===== src/rtl/states_pkg.sv =====
// Shared FSM state encodings and small elaboration helpers for the UART engines.
package states_pkg;

   typedef enum logic [2:0] {
      RX_IDLE   = 3'd0,
      RX_START  = 3'd1,
      RX_DATA   = 3'd2,
      RX_PARITY = 3'd3,
      RX_STOP   = 3'd4
   } rx_state_e;

   // Bits needed to count 0..n-1, never less than one.
   function automatic int cnt_width(input int n);
      return (n > 2) ? $clog2(n) : 1;
   endfunction

endpackage


===== src/rtl/sync_2ff.sv =====
// Generic two-flop synchronizer for a single asynchronous bit; 2 clk latency.
module sync_2ff #(
   parameter logic RST_VAL = 1'b1
) (
   input  logic clk,
   input  logic rst_n,
   input  logic d,
   output logic q
);

   logic meta;

   always_ff @(posedge clk or negedge rst_n) begin
      if (!rst_n) begin
         meta <= RST_VAL;
         q    <= RST_VAL;
      end else begin
         meta <= d;
         q    <= meta;
      end
   end

endmodule


===== src/rtl/uart_rx.sv =====
// UART receive engine: oversampled start/data/stop recovery, one-clk rx_done strobe
// one clk after the last stop tick; no backpressure. Parity stage under UART_RX_PARITY_EN.
module uart_rx
   import states_pkg::*;
#(
   parameter int BIT_WIDTH  = 16,
   parameter int DBIT       = 8,
   parameter int SB_TICK    = 16,
   parameter int PARITY_ODD = 0
) (
   input  logic            clk,
   input  logic            rst_n,
   input  logic            s_tick,
   input  logic            rx,
   output logic [DBIT-1:0] rx_dout,
   output logic            rx_done,
   output logic            frame_err,
   output logic            parity_err
);

   // SB_TICK >= BIT_WIDTH, so the stop count sizes the shared tick counter.
   localparam int CW = cnt_width(SB_TICK);
   localparam int NW = cnt_width(DBIT);

   localparam logic [CW-1:0] HALF_LAST = CW'(BIT_WIDTH / 2 - 1);
   localparam logic [CW-1:0] BIT_LAST  = CW'(BIT_WIDTH - 1);
   localparam logic [CW-1:0] STOP_LAST = CW'(SB_TICK - 1);
   localparam logic [NW-1:0] N_LAST    = NW'(DBIT - 1);

   if (BIT_WIDTH < 4 || (BIT_WIDTH % 2) != 0 || SB_TICK < BIT_WIDTH || DBIT < 2 ||
       (PARITY_ODD != 0 && PARITY_ODD != 1)) begin : g_bad_cfg
      $error("uart_rx: unsupported parameter set");
   end

   logic            rx_s;
   rx_state_e       state, state_n;
   logic [CW-1:0]   s_cnt, s_cnt_n;
   logic [NW-1:0]   n_cnt, n_cnt_n;
   logic [DBIT-1:0] shift, shift_n;
   logic            stop_bad, stop_bad_n;
   logic            done_n;
`ifdef UART_RX_PARITY_EN
   localparam logic ODD = (PARITY_ODD != 0);
   logic            par_bit, par_bit_n;
`endif

   sync_2ff #(.RST_VAL(1'b1)) u_sync (
      .clk   (clk),
      .rst_n (rst_n),
      .d     (rx),
      .q     (rx_s)
   );

   always_ff @(posedge clk or negedge rst_n) begin
      if (!rst_n) begin
         state    <= RX_IDLE;
         s_cnt    <= '0;
         n_cnt    <= '0;
         shift    <= '0;
         stop_bad <= 1'b0;
      end else begin
         state    <= state_n;
         s_cnt    <= s_cnt_n;
         n_cnt    <= n_cnt_n;
         shift    <= shift_n;
         stop_bad <= stop_bad_n;
      end
   end

   always_comb begin
      state_n    = state;
      s_cnt_n    = s_cnt;
      n_cnt_n    = n_cnt;
      shift_n    = shift;
      stop_bad_n = stop_bad;
      done_n     = 1'b0;
`ifdef UART_RX_PARITY_EN
      par_bit_n  = par_bit;
`endif
      case (state)
         RX_IDLE: begin
            // The start edge is taken on any clk, not only on ticks.
            if (!rx_s) begin
               state_n = RX_START;
               s_cnt_n = '0;
            end
         end
         RX_START: begin
            if (s_tick) begin
               if (s_cnt == HALF_LAST) begin
                  if (!rx_s) begin
                     state_n = RX_DATA;
                     s_cnt_n = '0;
                     n_cnt_n = '0;
                  end else begin
                     state_n = RX_IDLE;
                  end
               end else begin
                  s_cnt_n = s_cnt + CW'(1);
               end
            end
         end
         RX_DATA: begin
            if (s_tick) begin
               if (s_cnt == BIT_LAST) begin
                  shift_n = {rx_s, shift[DBIT-1:1]};
                  s_cnt_n = '0;
                  if (n_cnt == N_LAST) begin
`ifdef UART_RX_PARITY_EN
                     state_n = RX_PARITY;
`else
                     state_n = RX_STOP;
`endif
                  end else begin
                     n_cnt_n = n_cnt + NW'(1);
                  end
               end else begin
                  s_cnt_n = s_cnt + CW'(1);
               end
            end
         end
`ifdef UART_RX_PARITY_EN
         RX_PARITY: begin
            if (s_tick) begin
               if (s_cnt == BIT_LAST) begin
                  par_bit_n = rx_s;
                  s_cnt_n   = '0;
                  state_n   = RX_STOP;
               end else begin
                  s_cnt_n = s_cnt + CW'(1);
               end
            end
         end
`endif
         RX_STOP: begin
            if (s_tick) begin
               // With SB_TICK == BIT_WIDTH the stop sample and exit share one tick.
               if (s_cnt == BIT_LAST) begin
                  stop_bad_n = ~rx_s;
               end
               if (s_cnt == STOP_LAST) begin
                  state_n = RX_IDLE;
                  done_n  = 1'b1;
               end else begin
                  s_cnt_n = s_cnt + CW'(1);
               end
            end
         end
         default: state_n = RX_IDLE;
      endcase
   end

   always_ff @(posedge clk or negedge rst_n) begin
      if (!rst_n) begin
         rx_done   <= 1'b0;
         rx_dout   <= '0;
         frame_err <= 1'b0;
      end else begin
         rx_done <= done_n;
         if (done_n) begin
            rx_dout   <= shift;
            frame_err <= stop_bad_n;
         end
      end
   end

`ifdef UART_RX_PARITY_EN
   always_ff @(posedge clk or negedge rst_n) begin
      if (!rst_n) begin
         par_bit    <= 1'b0;
         parity_err <= 1'b0;
      end else begin
         par_bit <= par_bit_n;
         if (done_n) begin
            parity_err <= ^shift ^ par_bit ^ ODD;
         end
      end
   end
`else
   assign parity_err = 1'b0;
`endif

endmodule


===== config.mk =====
export PLATFORM = sky130hd
export DESIGN_NAME = uart_rx
export DESIGN_NICKNAME = d
export VERILOG_FILES = /design/src/rtl/states_pkg.sv /design/src/rtl/sync_2ff.sv /design/src/rtl/uart_rx.sv
export SDC_FILE = /design/constraint.sdc
export NUM_CORES = 1
export LEC_CHECK = 0
export CAP_MARGIN = 15
export CORE_UTILIZATION = 28
export CTS_BUF_LIST = sky130_fd_sc_hd__clkbuf_16
export DETAILED_ROUTE_END_ITERATION = 8
export GPL_ROUTABILITY_DRIVEN = 0
export PLACE_DENSITY_LB_ADDON = 0.08
export SYNTH_ARGS = -nofsm -noshare
export SYNTH_HDL_FRONTEND = slang
export SYNTH_SLANG_ARGS = --single-unit

===== constraint.sdc =====
create_clock -name clk -period 2.05 [get_ports clk]
set_input_delay 0.41 -clock clk [delete_from_list [all_inputs] [get_ports clk]]
set_output_delay 0.41 -clock clk [all_outputs]
set_load 0.02 [all_outputs]

Word level (Yosys, flattened, before mapping):

Cells that the tools add are included.

* flip-flop bits (word level): 31
* output and inout port bits: 11

* add/sub/neg operators: 2
* equal/unequal tests: 17
* multiplexer cells: 31
* bitwise gates (word level): 1
* reduce and logical (&&, ||, !) cells: 7

Operators with widths (number)
* $mux 3: 14
* $mux 4: 7
* $ne 2x2->1 const B: 11
* $pmux 4 s4: 1
* $pmux 3 s4: 1
* $reduce_and 8->1: 1
* $reduce_and 7->1: 1
* $eq 3x3->1 const B: 2
* $mux 1: 6
* $pmux 3 s2: 1
* $reduce_and 5->1: 1
* $add 4x1->4 const B: 1
* $eq 4x3->1 const B: 1
* $eq 4x4->1 const B: 1
* $reduce_bool 4->1: 1
* $add 3x1->3 const B: 1
* $eq 3x1->1 const B: 1
* $eq 3x2->1 const B: 1
* $logic_not 3->1: 1
* $reduce_and 3->1: 1
* $mux 2: 1
* $reduce_bool 2->1: 1
* $not 1->1: 1

Logic depth before layout (Yosys ltp):

* word-level depth: 5
* gate-level depth with buffers: 7
* mapped depth without buffers: 6

Hierarchy:

Synthesis repeated with hierarchy kept, for this count alone.

* cells, all modules: 144
* area total of the unflattened synthesis: 1463.9 µm²

By module, submodules not included
* uart_rx: times used 1, cells each 142, area each 1411.4 µm²
* sync_2ff: times used 1, cells each 2, area each 52.6 µm²

Worst setup path after synthesis:

OpenSTA, ideal clock, no wires.

* path type: register -> register
* from: register s_cnt[0]
* to: register state[1]
* library setup time: 125 ps
* arrival time: 1678 ps
* required time: 1925 ps
* setup slack: 247 ps
* stages on the path, launching flop included: 8
* period minus slack after synthesis: 1803 ps
* path through: dfrtp_1 ha_1 and3_2 buf_2 a21oi_1 a21oi_1 o21ai_0 mux2_2

* cells in the longest elaborated chain, start to end: 3
* elaborated cells on any way between the ends: 6
* classes of those cells: eq/ne: 5; reduce/logical: 1

RTL lines
* start: declaration: line uart_rx.sv:37 `logic [CW-1:0] s_cnt, s_cnt_n;`
* start signal: assignment: line uart_rx.sv:63 `s_cnt <= s_cnt_n;`
* $eq 4x4->1 / $eq 4x3->1 (equally long branches): line uart_rx.sv:105, uart_rx.sv:141, uart_rx.sv:90
* $ne 2x2->1 (no source line)
* $reduce_and 8->1 (no source line) *
* end signal: assignment: line uart_rx.sv:62 `state <= state_n;`
* end: declaration: line uart_rx.sv:36 `rx_state_e state, state_n;`

Mark *: on every way between the ends. The rest lies on a longest branch, timed or not.
A chain may end at the register's enable or synchronous reset.

Final worst setup path:

Ends and elaborated chain as after synthesis.

==> metrics <==
Mapped Nets 134; non-filler cells, final 220; number of antenna violations at the first check in global routing 0; DRC 0; Fin. Hold Viols 0; hold-fix buffer count after cts 0; min-delay worst type reg -> reg; VDD IR-drop max 475 uV; Reg-to-Reg Start s_cnt[0]; largest net degree at the start of global routing 31; worst hold stages 0; chip height 75.3 um; final hold slack 359 ps; H-tree depth 2; Reg2Reg Setup Slack 180 ps; Final Cycle Share 0.913; Cell Rows 26; Total Power 2.23 mW; synth warn 0; RR Endpoint state[1]; CTS buffer count 5; port buffer count 13; final setup vio count 0; antenna cells 0; core area 5140 um^2; Synth Instances 127; overall routing resource usage 0.121; vias in the first global route 993; fmax 534 MHz; Pwr per Cell Area 1150 nW/um^2; CTS tree built; area grow syn2layout 28.5%; CTS sink count 30; nets@finish 156; Max-Cap Viols 0; post-DP HPWL 2.08 mm; Final Max Tran Viols 0; LEAKAGE 0.922 nW; first-pass GRT wire length 4.93 mm; CP endpoint kind register; vias per inst 4.76; WHS Endpoint u_sync.q; Unique masters post-synth 40; CTS max path bufs 2; Placed Area 1750 um^2; num ports 15; layout cells sized above 1 0.300; WL final 2.99 mm; DRT Pass-1 Iters 4; unrepaired setup endpoints after global routing false; Crit Path Max Fanout 5; Root Buffer clkbuf_16; post-synthesis sequential area ratio 0.500; FF+latch count, synth 30; Hold Startpoint u_sync.meta; Filler cells 527; commonest non-fill, non-tap cell in the layout dfrtp_1; detailed-route via count 1047; WL/cell 13.6 um; post-cts sizing count 0; global route overflow 0; Detail Route Antenna Nets 0; Initial Util 0.293; WP data arrival 2020 ps; syn_area_per_cell 11.9 um^2; CP Launch Type register; latest clock arrival within the worst-skew pair 270 ps; 1st-iter DRT viols 36; cell area after layout 1930 um^2; clock edge transition at the registers on the reported setup and hold paths 50 ps; cells on worst reg2reg path 6; Mapped Area 1510 um^2; status finished, final reports clean; Placed Cells incl. Taps 212; die area 5670 um^2; minimum clock period 1870 ps; worst endpoint required time 2200 ps; crit path kind reg -> reg; Die Wd 75.3 um; Clock Skew 5.09 ps; Post-CTS Setup Bufs 0; Final TNS setup 0 ps; commonest non-fill, non-tap cells in the layout dfrtp_1, mux2_2, clkdlybuf4s50_1
where the power goes:
part,internal (mW),switching [mW],total (mW)
Sequential,0.654,0.0850,0.739
Combinational,0.282,0.282,0.565
Clock,0.690,0.237,0.927
synth_stat cells:
cell type / number / area, um^2
dfrtp_1: 28 / 701
mux2_2: 15 / 169
nor2_1: 7 / 26.3
o21ai_0: 7 / 35.0
a31oi_1: 5 / 31.3
mux2_4: 5 / 75.1
a21oi_1: 4 / 20.0
nand2b_1: 4 / 25.0
and3_1: 3 / 18.8
buf_2: 3 / 15.0
clkbuf_1: 3 / 11.3
ha_1: 3 / 37.5
inv_1: 3 / 11.3
nand2_1: 3 / 11.3
xnor2_1: 3 / 26.3
a22o_1: 2 / 17.5
and2_1: 2 / 12.5
dfstp_2: 2 / 52.6
nor3_1: 2 / 10.0
o21a_1: 2 / 15.0
o32ai_1: 2 / 17.5
and3_2: 1 / 7.51
and3b_2: 1 / 10.0
buf_4: 1 / 7.51
buf_6: 1 / 11.3
buf_8: 1 / 15.0
conb_1: 1 / 3.75
maj3_1: 1 / 10.0
mux2i_1: 1 / 10.0
nand3_1: 1 / 5.00
nand3_2: 1 / 10.0
nand4_2: 1 / 12.5
nor2b_1: 1 / 6.26
nor4_1: 1 / 6.26
nor4bb_1: 1 / 10.0
o21bai_2: 1 / 11.3
o22ai_1: 1 / 6.26
o31a_1: 1 / 8.76
or3_1: 1 / 6.26
or3b_1: 1 / 8.76
cells by family (layout without fill, tap and decap cells):
group / Yosys count / in the layout / share of synthesized area
AO/OA/AOI/OAI: 25 / 25 / 0.108
buffers and inverters: 12 / 35 / 0.0474
other: 1 / 1 / 0.00249
flip-flops: 30 / 30 / 0.500
multiplexers: 21 / 21 / 0.169
adder cells (fa/ha/maj): 4 / 4 / 0.0316
XOR/XNOR: 3 / 3 / 0.0175
AND/OR/NAND/NOR: 31 / 31 / 0.124
state kept, by name, indices dropped and copies added (netlist names):
signal	count
rx_dout	8
shift	8
s_cnt	4
n_cnt	3
state	3
frame_err	1
rx_done	1
u_sync.meta	1
u_sync.q	1
worst max path at each step:
stage	startpoint	cells after the start	slack, ps	end
5_1_grt	s_cnt[0]	6	50	state[1]
2_1_floorplan	s_cnt[0]	7	250	state[1]
3_5_place_dp	s_tick	6	-40	s_cnt[0]
3_3_place_gp	s_tick	6	10	s_cnt[0]
6_report	s_cnt[0]	6	180	state[1]
4_1_cts	s_cnt[0]	6	190	state[1]
layout make-up:
class                   count  area, um^2  share of cell area
multi-input cells          85         681               0.352
clock buffers               5         125              0.0647
inverters                   3        11.3             0.00582
flip-flops and latches     30         753               0.389
repair buffers             24         213               0.110
well taps                  70        87.6              0.0453
clock inverters             3        63.8              0.0330
metal layers:
layer | track usage | part of all wire | vias to the layer above | routed length (um)
met2 | 0.180 | 0.47 | 14 | 1400
met4 | 0.0597 | 0.018 | 0 | 55
met3 | 0.0357 | 0.027 | 4 | 82
met5 | 0 | 0 | - | 0
li1 | - | - | 504 | -
met1 | 0.161 | 0.48 | 525 | 1450
worst max-delay path: stages (launching register included):
cell and delay [ps]:
dfrtp_1 400, ha_1 260, and3_2 280, a21oi_1 200
a21oi_1 90, o21ai_0 180, mux2_2 350
through the flow:
stage | worst slack (ps) | util
finish | 179 | 0.376
CTS | 194 | 0.376
global route | 51.5 | 0.376
floorplan | 247 | -
global placement | 10.3 | 0.340
detailed placement | -39.7 | 0.340
Power figures use the tool's default switching activity.
